===== src/rtl/eth_link_reset_seq.sv =====
// eth_link_reset_seq: per-channel link status sync, debounce and MAC reset
// sequencing with sw reset, hold-while-down mode and link-change counters.
module eth_link_reset_seq #(
  parameter int NUM_CH          = 4,
  parameter int SYNC_STAGES     = 3,
  parameter int DEBOUNCE_CYCLES = 16,
  parameter int HOLD_CYCLES     = 8,
  parameter bit RESET_ON_DOWN   = 1'b0,
  parameter int CNT_W           = 8
) (
  input  logic                    mac_aclk,
  input  logic                    sys_rst_n,
  input  logic [NUM_CH-1:0]       link_status_in,
  input  logic [NUM_CH-1:0]       sw_reset,
  input  logic                    cnt_clr,
  output logic [NUM_CH-1:0]       mac_reset,
  output logic [NUM_CH-1:0]       link_up,
  output logic [NUM_CH-1:0]       reset_done,
  output logic [NUM_CH*CNT_W-1:0] link_change_cnt
);

  localparam int DW = $clog2(DEBOUNCE_CYCLES + 1);
  localparam int HW = (HOLD_CYCLES > 1) ? $clog2(HOLD_CYCLES) : 1;

  localparam logic [DW-1:0] DEB_LAST =
    DW'(DEBOUNCE_CYCLES - 1);
  localparam logic [HW-1:0] HOLD_LAST =
    HW'(HOLD_CYCLES - 1);
  localparam logic [CNT_W-1:0] CNT_MAX = '1;

  typedef enum logic [1:0] {
    HOLD      = 2'd0,
    WAIT_LINK = 2'd1,
    RUN       = 2'd2
  } state_t;

  logic [NUM_CH-1:0][SYNC_STAGES-1:0] sync_q;
  logic [NUM_CH-1:0][SYNC_STAGES-1:0] sync_d;
  logic [NUM_CH-1:0]                  s;

  logic [NUM_CH-1:0][DW-1:0] deb_q;
  logic [NUM_CH-1:0][DW-1:0] deb_d;
  logic [NUM_CH-1:0]         link_q;
  logic [NUM_CH-1:0]         link_d;
  logic [NUM_CH-1:0]         ev;

  state_t                    state_q [NUM_CH];
  state_t                    state_d [NUM_CH];
  logic [NUM_CH-1:0][HW-1:0] hold_q;
  logic [NUM_CH-1:0][HW-1:0] hold_d;
  logic [NUM_CH-1:0]         mrst_q;
  logic [NUM_CH-1:0]         mrst_d;
  logic [NUM_CH-1:0]         done_q;
  logic [NUM_CH-1:0]         done_d;

  logic [NUM_CH-1:0][CNT_W-1:0] cnt_q;
  logic [NUM_CH-1:0][CNT_W-1:0] cnt_d;

  // Shift raw link status through the synchroniser chain; bit 0 is first.
  always_comb begin
    sync_d = sync_q;
    s      = '0;
    for (int i = 0; i < NUM_CH; i++) begin
      sync_d[i] = {sync_q[i][SYNC_STAGES-2:0], link_status_in[i]};
      s[i]      = sync_q[i][SYNC_STAGES-1];
    end
  end

  // Synchroniser flops.
  always_ff @(posedge mac_aclk or negedge sys_rst_n) begin
    if (!sys_rst_n) begin
      sync_q <= '0;
    end else begin
      sync_q <= sync_d;
    end
  end

  // Accept a new level only after it has differed for DEBOUNCE_CYCLES.
  always_comb begin
    deb_d  = deb_q;
    link_d = link_q;
    ev     = '0;
    for (int i = 0; i < NUM_CH; i++) begin
      if (s[i] == link_q[i]) begin
        deb_d[i] = '0;
      end else if (deb_q[i] == DEB_LAST) begin
        deb_d[i]  = '0;
        link_d[i] = ~link_q[i];
        ev[i]     = 1'b1;
      end else begin
        deb_d[i] = deb_q[i] + DW'(1);
      end
    end
  end

  // Debounce counters and debounced link state.
  always_ff @(posedge mac_aclk or negedge sys_rst_n) begin
    if (!sys_rst_n) begin
      deb_q  <= '0;
      link_q <= '0;
    end else begin
      deb_q  <= deb_d;
      link_q <= link_d;
    end
  end

  // Sequencer next state: any link event or sw request restarts the hold.
  always_comb begin
    hold_d = hold_q;
    mrst_d = '0;
    done_d = '0;
    for (int i = 0; i < NUM_CH; i++) begin
      state_d[i] = state_q[i];
      unique case (state_q[i])
        HOLD: begin
          if (ev[i] || sw_reset[i]) begin
            hold_d[i] = '0;
          end else if (hold_q[i] == HOLD_LAST) begin
            if (RESET_ON_DOWN && !link_q[i]) begin
              state_d[i] = WAIT_LINK;
            end else begin
              state_d[i] = RUN;
            end
          end else begin
            hold_d[i] = hold_q[i] + HW'(1);
          end
        end
        WAIT_LINK: begin
          if (sw_reset[i] || (ev[i] && !link_q[i])) begin
            state_d[i] = HOLD;
            hold_d[i]  = '0;
          end
        end
        RUN: begin
          if (ev[i] || sw_reset[i]) begin
            state_d[i] = HOLD;
            hold_d[i]  = '0;
          end
        end
        default: begin
          state_d[i] = HOLD;
          hold_d[i]  = '0;
        end
      endcase
      mrst_d[i] = (state_d[i] != RUN);
      done_d[i] = (state_q[i] == HOLD) &&
                  (state_d[i] == RUN);
    end
  end

  // Sequencer state and its registered outputs.
  always_ff @(posedge mac_aclk or negedge sys_rst_n) begin
    if (!sys_rst_n) begin
      for (int i = 0; i < NUM_CH; i++) begin
        state_q[i] <= HOLD;
      end
      hold_q <= '0;
      mrst_q <= '1;
      done_q <= '0;
    end else begin
      for (int i = 0; i < NUM_CH; i++) begin
        state_q[i] <= state_d[i];
      end
      hold_q <= hold_d;
      mrst_q <= mrst_d;
      done_q <= done_d;
    end
  end

  // Saturating edge counters; a clear that meets an event counts it.
  always_comb begin
    cnt_d = cnt_q;
    for (int i = 0; i < NUM_CH; i++) begin
      if (cnt_clr) begin
        cnt_d[i] = ev[i] ? CNT_W'(1) : '0;
      end else if (ev[i] && (cnt_q[i] != CNT_MAX)) begin
        cnt_d[i] = cnt_q[i] + CNT_W'(1);
      end
    end
  end

  // Link-change counter flops.
  always_ff @(posedge mac_aclk or negedge sys_rst_n) begin
    if (!sys_rst_n) begin
      cnt_q <= '0;
    end else begin
      cnt_q <= cnt_d;
    end
  end

  assign mac_reset       = mrst_q;
  assign link_up         = link_q;
  assign reset_done      = done_q;
  assign link_change_cnt = cnt_q;

endmodule


===== config.mk =====
export PLATFORM = sky130hd
export DESIGN_NAME = eth_link_reset_seq
export DESIGN_NICKNAME = d
export VERILOG_FILES = /design/src/rtl/eth_link_reset_seq.sv
export SDC_FILE = /design/constraint.sdc
export NUM_CORES = 1
export LEC_CHECK = 0
export ABC_AREA = 1
export BUFFER_PORTS_ARGS = -buffer_cell sky130_fd_sc_hd__buf_2
export CAP_MARGIN = 0
export CELL_PAD_IN_SITES_DETAIL_PLACEMENT = 2
export CELL_PAD_IN_SITES_GLOBAL_PLACEMENT = 2
export CORE_MARGIN = 1
export CORE_UTILIZATION = 35
export CTS_CLUSTER_SIZE = 28
export DETAILED_ROUTE_END_ITERATION = 7
export PLACE_DENSITY = 0.76
export SLEW_MARGIN = 25
export SYNTH_ARGS = -nofsm -noshare
export SYNTH_HDL_FRONTEND = slang
export SYNTH_SLANG_ARGS = --single-unit

===== constraint.sdc =====
create_clock -name mac_aclk -period 1.7 [get_ports mac_aclk]
set_clock_uncertainty 0.05 [all_clocks]
set_input_delay 0.085 -clock mac_aclk [delete_from_list [all_inputs] [get_ports mac_aclk]]
set_output_delay 0.085 -clock mac_aclk [all_outputs]
set_load 0.05 [all_outputs]

==> metrics.txt, run 1 <==
global-route wire length before repair=20,100 um; max-slew violations=0; Core Area=12,800 um^2; DRT Pass-1 Iters=4; list of most frequent post-synthesis cells=nand2_1, dfrtp_1, inv_1; number of distinct library cells after synthesis=37; pin count of the biggest net entering global routing=36; synth warn=0; average routed wire per standard cell=15.4 um; Slew HR=68.4%; RSZ-0062 raised after global routing=true; sequential fraction of the synthesis area=52.0%; Clk Latency, worst-skew pair=0.35 ns; CTS H-Tree Depth=3; maximum clock insertion buffer count=2; Final GP Congestion=0.747; clock slew at reported path FFs=~0.070 ns; WP data arrival=1.82 ns; area leader, netlist=dfrtp_1; Peak Freq=610 MHz; required time worst endpoint=1.88 ns; post-route ant nets=0; HPWL Detailed=slightly below 9000 um; aggregate routed wire length=about 12,000 um; flip-flop and latch area=2410 um^2; Seq cells post-synth=96; DRC viols=0; Die X=117 um; die height=117 um; initial antenna violation count=0; GR met1 Demand/Resource=22.6%; 1st-iter DRT viols=75; I/O Pins=55; Crit-path slowest cell=dfrtp_1; final worst path period share=between 90% and 100%; GRT Max-Usage Layer=met2; clock sink total=96; Hold WC Path Type=primary input to flip-flop; hold depth=3; critical path class=flip-flop to flip-flop; Pwr Density=825 nW/um^2; Avg Vias per Cell=slightly below 5; ANT cells=0; Nets=643; worst-path cell chain=ha_2, nand3_1, nor2_2, nand3_1, nand2_2, clkinvlp_4, nand2_1, nand2_1; number of synthesized flops with an enable pin=0; max incr delay on CP=about 0.37 ns; fin crit period=1.64 ns; ys async rst share=100%; maximum capacitance violations=0; met3 global-route usage=~4.4%; top cells by area, synth=dfrtp_1, nand2_1, nand3_1; Synth Flop Type=dfrtp_1; Avg Cell Area, Syn=between 8 and 9 um^2; fill count=1,424; total track usage=19.3%; Post-Synthesis Cells=530; die area=around 14,000 um^2; via count=3,842; Area Overhead vs Synth=23.3%; Layout Utilization=44.7%; most frequent cell after synthesis=nand2_1; Root Driver=clkbuf_16; Setup crit end kind=flip-flop; synthesized area=4630 um^2; vias in the first global route=approximately 4,200; row count=41; Initial Utilization=between 30% and 40%; worst vdd ir=about 0.00053 V; final setup fails=0; area share of the largest cell type after synthesis=between 40 and 50%; Pwr Total=between 4 and 5 mW; outcome=complete, no violations; multi-input logic area=2040 um^2; crit-path max FO=7; clock buffer count from CTS=9; worst-margin pin slew=0.474 ns; Congestion Overflow GR=0; IO Port Bufs=54; Hold Fails Final Rpt=0; startpoint type of the worst setup path=flip-flop; fraction of final layout cells sized beyond drive strength 1=between 20% and 30%; Leakage=between 3 and 4 nW; Net Count, Synth=557; R2R depth=8; CTS tree=done; routing usage on met2=34.5%
## worst max-delay path, delay by kind of cell, from the launching register on
| family | cells | cell delay, ns |
|---|---|---|
| AND/OR/NAND/NOR | 6 | 0.73 |
| buffers and inverters | 1 | 0.19 |
| flip-flops | 1 | 0.37 |
| adder cells (fa/ha/maj) | 1 | 0.19 |
## sequential cells by signal, summed over array words and instances (netlist names)
register	cells
reset_done	4
sync_d	8
state_q	8
mac_reset	4
hold_q	12
link_change_cnt	32
deb_q	20
s	4
link_up	4
## placed cells by master (no fill, tap or decap), types with 5 or more instances in the layout
cell type	Yosys	routed
nand2_1	141	135
dfrtp_1	92	87
inv_1	63	61
nor2_1	57	54
nand3_1	57	53
buf_2	1	53
buf_4	0	18
xor2_1	17	17
o21ai_0	15	14
ha_1	16	12
nand2_2	3	9
nor3_1	9	9
clkbuf_16	0	9
nand3_2	3	7
a21oi_1	6	6
dlygate4sd3_1	0	6
nand4_1	5	5
o21ai_1	5	5
dfrtp_2	0	5
## per-layer routing
| metal | wire length [um] | up-vias |
|---|---|---|
| met5 | 0 | - |
| met2 | 6340 | 38 |
| met4 | 196 | 0 |
| li1 | - | 1854 |
| met1 | 5300 | 1934 |
| met3 | 338 | 16 |
## layout make-up
cell class	instances	share of cell area (%)
clock inverter	3	0.373
tap	172	3.77
sequential	96	42.3
clock buffer	13	4.39
inverter	66	4.58
multi-input combinational	364	35.8
timing repair buffer	79	8.77
## worst paths after layout
check,from,to,slack [ns]
max,deb_q[0],link_change_cnt[1],0.06
min,sw_reset[2],mac_reset[2],0.02
max reg2reg,deb_q[0],link_change_cnt[1],0.06
min reg2reg,sync_d[4],sync_d[5],0.30
max in group asynchronous,sys_rst_n,mac_reset[1],0.78
min in group asynchronous,sys_rst_n,deb_q[15],0.19
## cell families (layout without fill, tap and decap cells)
kind of cell	after synthesis	in the layout	synth area share, %
xor gates and xnor gates	22	22	4.33
and+or+nand+nor	292	292	28.9
AOI/OAI and AO/OA	34	34	4.41
adders and majority gates	16	16	4.33
DFF	96	96	52.0
buffers and inverters	70	161	6.00
## power by group
part	switching, mW	internal (mW)
combinational	0.254	0.134
sequential	0.0563	2.36
clock	0.872	1.03
total	1.18	3.53
## timing repair
item / CTS / global route
hold endpoints to repair: 35 / 0
resized for setup: 2 / 25
hold buffers: 6 / 0
buffers inserted: 0 / 6
pin swaps: 0 / 6
setup endpoints to repair: 5 / 32
## through the flow
stage	cells	setup TNS [ns]	hold WS, ns	setup slack, ns	cell area (um^2)
after floorplan	530	0	-0.261	0.00174	4630
after global placement	765	0	0.0156	0.0938	5230
after detailed placement	765	0	0.0219	0.0186	5230
after CTS	787	0	0.00404	0.00119	5570
after global routing	793	-0.399	0.0280	-0.0799	5710
final	793	0	0.0238	0.0619	5710
No activity file was read; power rests on OpenSTA's default activity.
==> run 2: changes to the inputs <==
--- a/config.mk
+++ b/config.mk
@@ -12,6 +12,7 @@
 export CELL_PAD_IN_SITES_GLOBAL_PLACEMENT = 2
 export CORE_MARGIN = 1
 export CORE_UTILIZATION = 35
+export CTS_BUF_LIST = sky130_fd_sc_hd__clkbuf_16
 export CTS_CLUSTER_SIZE = 28
 export DETAILED_ROUTE_END_ITERATION = 7
 export PLACE_DENSITY = 0.76
==> run 2 against run 1 <==
Via count is 0.16% lower. Combinational power hardly changed. First-iteration DRC count is 8.0% lower. Die area stayed put. Global-route usage is 0.056 points lower. Flip-flop and latch count stayed put. Design area is 0.18% lower. Hold slack hardly changed. Critical path depth stayed put. Final cell count stayed put. Largest cell class unchanged. Largest power group unchanged.
==> metrics.txt, run 2 (synthesis results as in run 1) <==
commonest non-fill, non-tap cell in the layout=nand2_1; clock buffer count from CTS=9; R2R depth=8; aggregate routed wire length=12,100 um; WP data arrival=1.82 ns; HPWL Detailed=8680 um; Hold WC Path Type=primary input to flip-flop; worst-margin pin slew=0.474 ns; Crit-path slowest cell=dfrtp_1; DRC viols=0; required time worst endpoint=1.88 ns; global-route wire length before repair=20,100 um; Combinational Power Share=8.3%; max reg flops=32; routing usage on met2=roughly a third; clock network fraction of total power=approximately two fifths; total track usage=19.3%; ANT cells=0; vias in the first global route=4,169; CTS H-Tree Depth=3; Hold EP=mac_reset[2]; setup slack, reg-to-reg=0.06 ns; max incr delay on CP=0.37 ns; Congestion Overflow GR=0; Clk Latency, worst-skew pair=0.35 ns; 1st-iter DRT viols=69; pin count of the biggest net entering global routing=36; GR met1 Demand/Resource=22.4%; initial antenna violation count=0; crit-path max FO=7; R2R Path End=link_change_cnt[1]; final hold slack=approximately 0.024 ns; Hold Startpoint=sw_reset[2]; worst slack, placed=0.0186 ns; Slew HR=68.4%; Pwr Density=~820 nW/um^2; Initial Utilization=36.2%; Area Overhead vs Synth=23.1%; fin crit period=1.64 ns; Flop pwr share=52.0%; I/O Pins=55; Final GP Congestion=around 0.75; sw frac=25.5%; GRT Max-Usage Layer=met2; maximum capacitance violations=0; Peak Freq=610 MHz; Pwr Total=between 4 and 5 mW; fraction of final layout cells sized beyond drive strength 1=22.9%; Avg Vias per Cell=4.84; RSZ-0062 raised after global routing=true; DRT Pass-1 Iters=4; met3 global-route usage=4.43%; final setup fails=0; outcome=complete, no violations; IO Port Bufs=54; max-slew violations=0; Layout Utilization=44.6%; maximum clock insertion buffer count=2; hold depth=3; die height=117 um; Root Driver=clkbuf_16; average routed wire per standard cell=15.3 um; clock sink total=96; via count=3,836; row count=between 40 and 50; worst-path cell chain=ha_2, nand3_1, nor2_2, nand3_1, nand2_2, clkinvlp_4, nand2_1, nand2_1; NetSw=1.18 mW; clock slew at reported path FFs=roughly 0.070 ns; most frequent cells in the layout=nand2_1, dfrtp_1, inv_1; fill count=1,425; Leakage=a little over 3 nW; final worst setup slack=around 0.061 ns; multi-input logic area=a little over 2000 um^2; post-route ant nets=0; Nets=643; CTS tree=done; RR Startpoint=deb_q[0]; Core Area=12,800 um^2; critical path class=flip-flop to flip-flop; flip-flop and latch area=2410 um^2; Setup crit end kind=flip-flop; Internal=approximately 3.5 mW; worst vdd ir=roughly 0.00053 V; setup TNS=0 ns; Hold Fails Final Rpt=0; startpoint type of the worst setup path=flip-flop; final worst path period share=96.4%; Die X=~120 um; die area=about 14,000 um^2
run 2: changes by cell type in the layout (fill, tap and decap cells not counted), sizes merged:
| cell | change |
|---|---|
| clkbuf | -4 |
| inv | +3 |
| clkinv | +1 |
run 2: through the flow:
| stage | instances | instance area (um^2) |
|---|---|---|
| floorplan | 530 | 4630 |
| global placement | 765 | 5230 |
| detailed placement | 765 | 5230 |
| CTS | 787 | 5560 |
| global route | 793 | 5700 |
| finish | 793 | 5700 |
run 2: worst max-delay path by stage:
stage                   startpoint                  end  slack, ns  cells after the start
3_3_place_gp              deb_q[5]            hold_q[4]       0.09                      8
2_1_floorplan  link_change_cnt[24]  link_change_cnt[24]      0.002                      8
4_1_cts                  deb_q[15]            hold_q[9]      0.001                      8
3_5_place_dp             hold_q[0]            hold_q[1]       0.02                      7
6_report                  deb_q[0]   link_change_cnt[1]       0.06                      8
5_1_grt                   deb_q[0]   link_change_cnt[7]      -0.08                      8
run 2: critical path: cells and delay by family, from the launching register on:
kind          cells  cell delay, ns
flops             1            0.37
fa+ha+maj         1            0.19
buf+inv           1            0.19
simple gates      6            0.73
run 2: what timing repair did:
item | CTS | global route
endpoints found under the hold margin | 35 | 0
endpoints found under the setup margin | 5 | 34
hold buffers | 6 | 0
setup buffers | 0 | 6
pin swaps | 0 | 6
gates resized for setup | 2 | 25
run 2: routing by layer:
layer,share of wire [%],up-vias,routed length [um]
met3,2.8,16,338
li1,-,1856,-
met4,1.6,0,196
met2,52,38,6310
met5,0,-,0
met1,44,1926,5300
run 2: cell type report:
| class | instances | share of cell area [%] |
|---|---|---|
| Timing Repair Buffer | 79 | 8.79 |
| Tap cell | 172 | 3.78 |
| Inverter | 66 | 4.59 |
| Clock buffer | 9 | 3.95 |
| Sequential cell | 96 | 42.4 |
| Clock inverter | 7 | 0.637 |
| Multi-Input combinational cell | 364 | 35.9 |
run 2: power by group through the flow:
stage	clock network, mW	logic (mW)	registers, mW
2_1_floorplan	0	0.162	2.48
3_3_place_gp	0	0.324	2.45
3_5_place_dp	0	0.350	2.46
4_1_cts	1.92	0.371	2.41
5_1_grt	2.00	0.440	2.42
6_report	1.84	0.387	2.42
==> run 3: changes to the inputs <==
--- a/config.mk
+++ b/config.mk
@@ -6,16 +6,16 @@
 export NUM_CORES = 1
 export LEC_CHECK = 0
 export ABC_AREA = 1
-export BUFFER_PORTS_ARGS = -buffer_cell sky130_fd_sc_hd__buf_2
 export CAP_MARGIN = 0
 export CELL_PAD_IN_SITES_DETAIL_PLACEMENT = 2
 export CELL_PAD_IN_SITES_GLOBAL_PLACEMENT = 2
 export CORE_MARGIN = 1
-export CORE_UTILIZATION = 35
+export CORE_UTILIZATION = 39
 export CTS_BUF_LIST = sky130_fd_sc_hd__clkbuf_16
 export CTS_CLUSTER_SIZE = 28
 export DETAILED_ROUTE_END_ITERATION = 7
-export PLACE_DENSITY = 0.76
+export DONT_BUFFER_PORTS = 1
+export PLACE_DENSITY = 0.78
 export SLEW_MARGIN = 25
 export SYNTH_ARGS = -nofsm -noshare
 export SYNTH_HDL_FRONTEND = slang
==> run 3 against run 2 <==
The flow now finishes with violations (negative hold slack). Total power grew 3.6%. Critical endpoint is now link_change_cnt[15]. Global-route usage grew 3.5 points. Final cell count shrank 6.3%. Critical path depth grew 1. Clock power grew 12%. Utilization grew 5.2 points. Routed wire length grew 8.5%. Register-to-register slack lost 0.02 ns. Clock-buffer cell count is the same. Die area shrank 10%. Sequential share of layout area shrank 0.093 points.
==> metrics.txt, run 3 (synthesis results as in run 1) <==
WP data arrival=1.83 ns; failing checks=negative hold slack; max incr delay on CP=0.40 ns; max reg flops=32; RSZ-0062 raised after global routing=true; die height=around 110 um; row count=39; most frequent cells in the layout=nand2_1, dfrtp_1, inv_1; max-slew violations=0; startpoint type of the worst setup path=flip-flop; outcome=finished with violations; Peak Freq=603 MHz; Setup crit end kind=flip-flop; Final Non-Filler Cells=743; metal2 WL=7200 um; Flop pwr share=50.3%; setup TNS=0 ns; Root Driver=clkbuf_16; Initial Utilization=between 40 and 50%; DR top layer=met4; vias in the first global route=4,333; Crit-path slowest cell=dfrtp_1; fin crit period=1.66 ns; crit-path max FO=8; CTS H-Tree Depth=3; required time worst endpoint=around 1.9 ns; Congestion Overflow GR=0; maximum clock insertion buffer count=2; total track usage=22.7%; NetSw=1.20 mW; final setup fails=0; die area=12,300 um^2; global-route wire length before repair=21,900 um; multi-input logic area=2080 um^2; clock buffer count from CTS=9; worst-margin pin slew=0.641 ns; Design Area, Final=5710 um^2; Detail Route met3 WL=between 400 and 500 um; Pwr Density=roughly 840 nW/um^2; Hold Fails Final Rpt=96; worst vdd ir=~0.00054 V; Avg Vias per Cell=5.12; clock network fraction of total power=43.1%; WL met1=between 5000 and 6000 um; average routed wire per standard cell=17.7 um; Combinational Power Share=between 6 and 7%; worst-path cell chain=ha_4, nand3_2, nor2_4, nand2_4, a21oi_4, buf_12, nor2_4, nand2_1, nand2_1; IO Port Bufs=0; Pwr Total=4.82 mW; Top delay family on crit path=simple AND/OR/NAND/NOR gates; sw frac=24.8%; initial antenna violation count=0; aggregate routed wire length=13,200 um; ANT cells=0; post-route ant nets=0; placed insts=708; Clk Latency, worst-skew pair=0.35 ns; fill count=1,243; CP Buf/Inv Count=1; DRC viols=0; Post-CTS Hold Fix Bufs=9; clock slew at reported path FFs=about 0.07 ns; Die X=between 100 and 150 um; Hold WC Path Type=primary input to asynchronous set/reset pin; critical path class=flip-flop to flip-flop; Core Area=11,500 um^2; maximum capacitance violations=0; DRT Pass-1 Iters=4; via count=~3,800; commonest non-fill, non-tap cell in the layout=nand2_1; Final GP Congestion=about 0.75; Area Overhead vs Synth=23.3%; fraction of final layout cells sized beyond drive strength 1=21.3%; pin count of the biggest net entering global routing=97; Leakage=between 2 and 3 nW; clock sink total=between 90 and 100; I/O Pins=between 50 and 60; HPWL Detailed=8670 um; flip-flop and latch area=2410 um^2; dpl cell area=5090 um^2; final hold slack=-0.628 ns; CTS tree=done; Nets=622; Internal=3.62 mW; final worst path period share=between 90 and 100%; Slew HR=57.3%; 1st-iter DRT viols=99
-- run 3: cell types whose count changed in the layout (fill, tap and decap cells not counted), moves of 2 or more --
cell | before | now
inv_1 | 64 | 61
buf_2 | 53 | 0
dlygate4sd3_1 | 6 | 8
buf_4 | 18 | 47
nor2_1 | 54 | 52
-- run 3: what timing repair did --
action,CTS,global route
pin swaps,0,9
endpoints found under the hold margin,143,96
buffers inserted,2,8
resized for setup,3,35
endpoints found under the setup margin,15,37
-- run 3: final timing paths --
kind / startpoint / end / slack (ns) / depth (start not counted)
max: deb_q[5] / link_change_cnt[15] / 0.04 / 9
min: sys_rst_n / link_up[3] / -0.63 / 0
max reg2reg: deb_q[5] / link_change_cnt[15] / 0.04 / 9
min reg2reg: sync_d[8] / s[2] / 0.30 / 0
max in group asynchronous: sys_rst_n / mac_reset[2] / 1.96 / 0
min in group mac_aclk: link_status_in[2] / sync_d[7] / 0.24 / 1
-- run 3: layout make-up --
class                      instances  share of cell area, %
sequential                        96                   42.3
tap                              143                   3.13
clock buffer                       9                   3.95
timing repair buffer              58                   8.35
clock inverter                     7                   1.25
multi-input combinational        364                   36.5
inverter                          66                   4.52
-- run 3: per-layer routing --
metal / track usage (%) / vias up
met5: 0 / -
met4: 8.98 / 0
met3: 4.54 / 14
met2: 41.3 / 47
met1: 26.1 / 1945
li1: - / 1799
-- run 3: power by group through the flow --
stage          clock network [mW]  logic (mW)  registers [mW]
2_1_floorplan                   0       0.162            2.48
3_3_place_gp                    0       0.244            2.45
3_5_place_dp                    0       0.267            2.46
4_1_cts                      2.12       0.295            2.42
5_1_grt                      2.20       0.367            2.43
6_report                     2.07       0.322            2.42
-- run 3: metrics by stage --
stage	utilization, %	hold slack (ns)	setup WS [ns]
2_1_floorplan	-	-0.261	0.00174
3_3_place_gp	44.4	-0.258	0.0263
3_5_place_dp	44.4	-0.259	-0.0272
4_1_cts	48.0	-0.640	0.00238
5_1_grt	49.8	-0.645	-0.0607
6_report	49.8	-0.628	0.0430
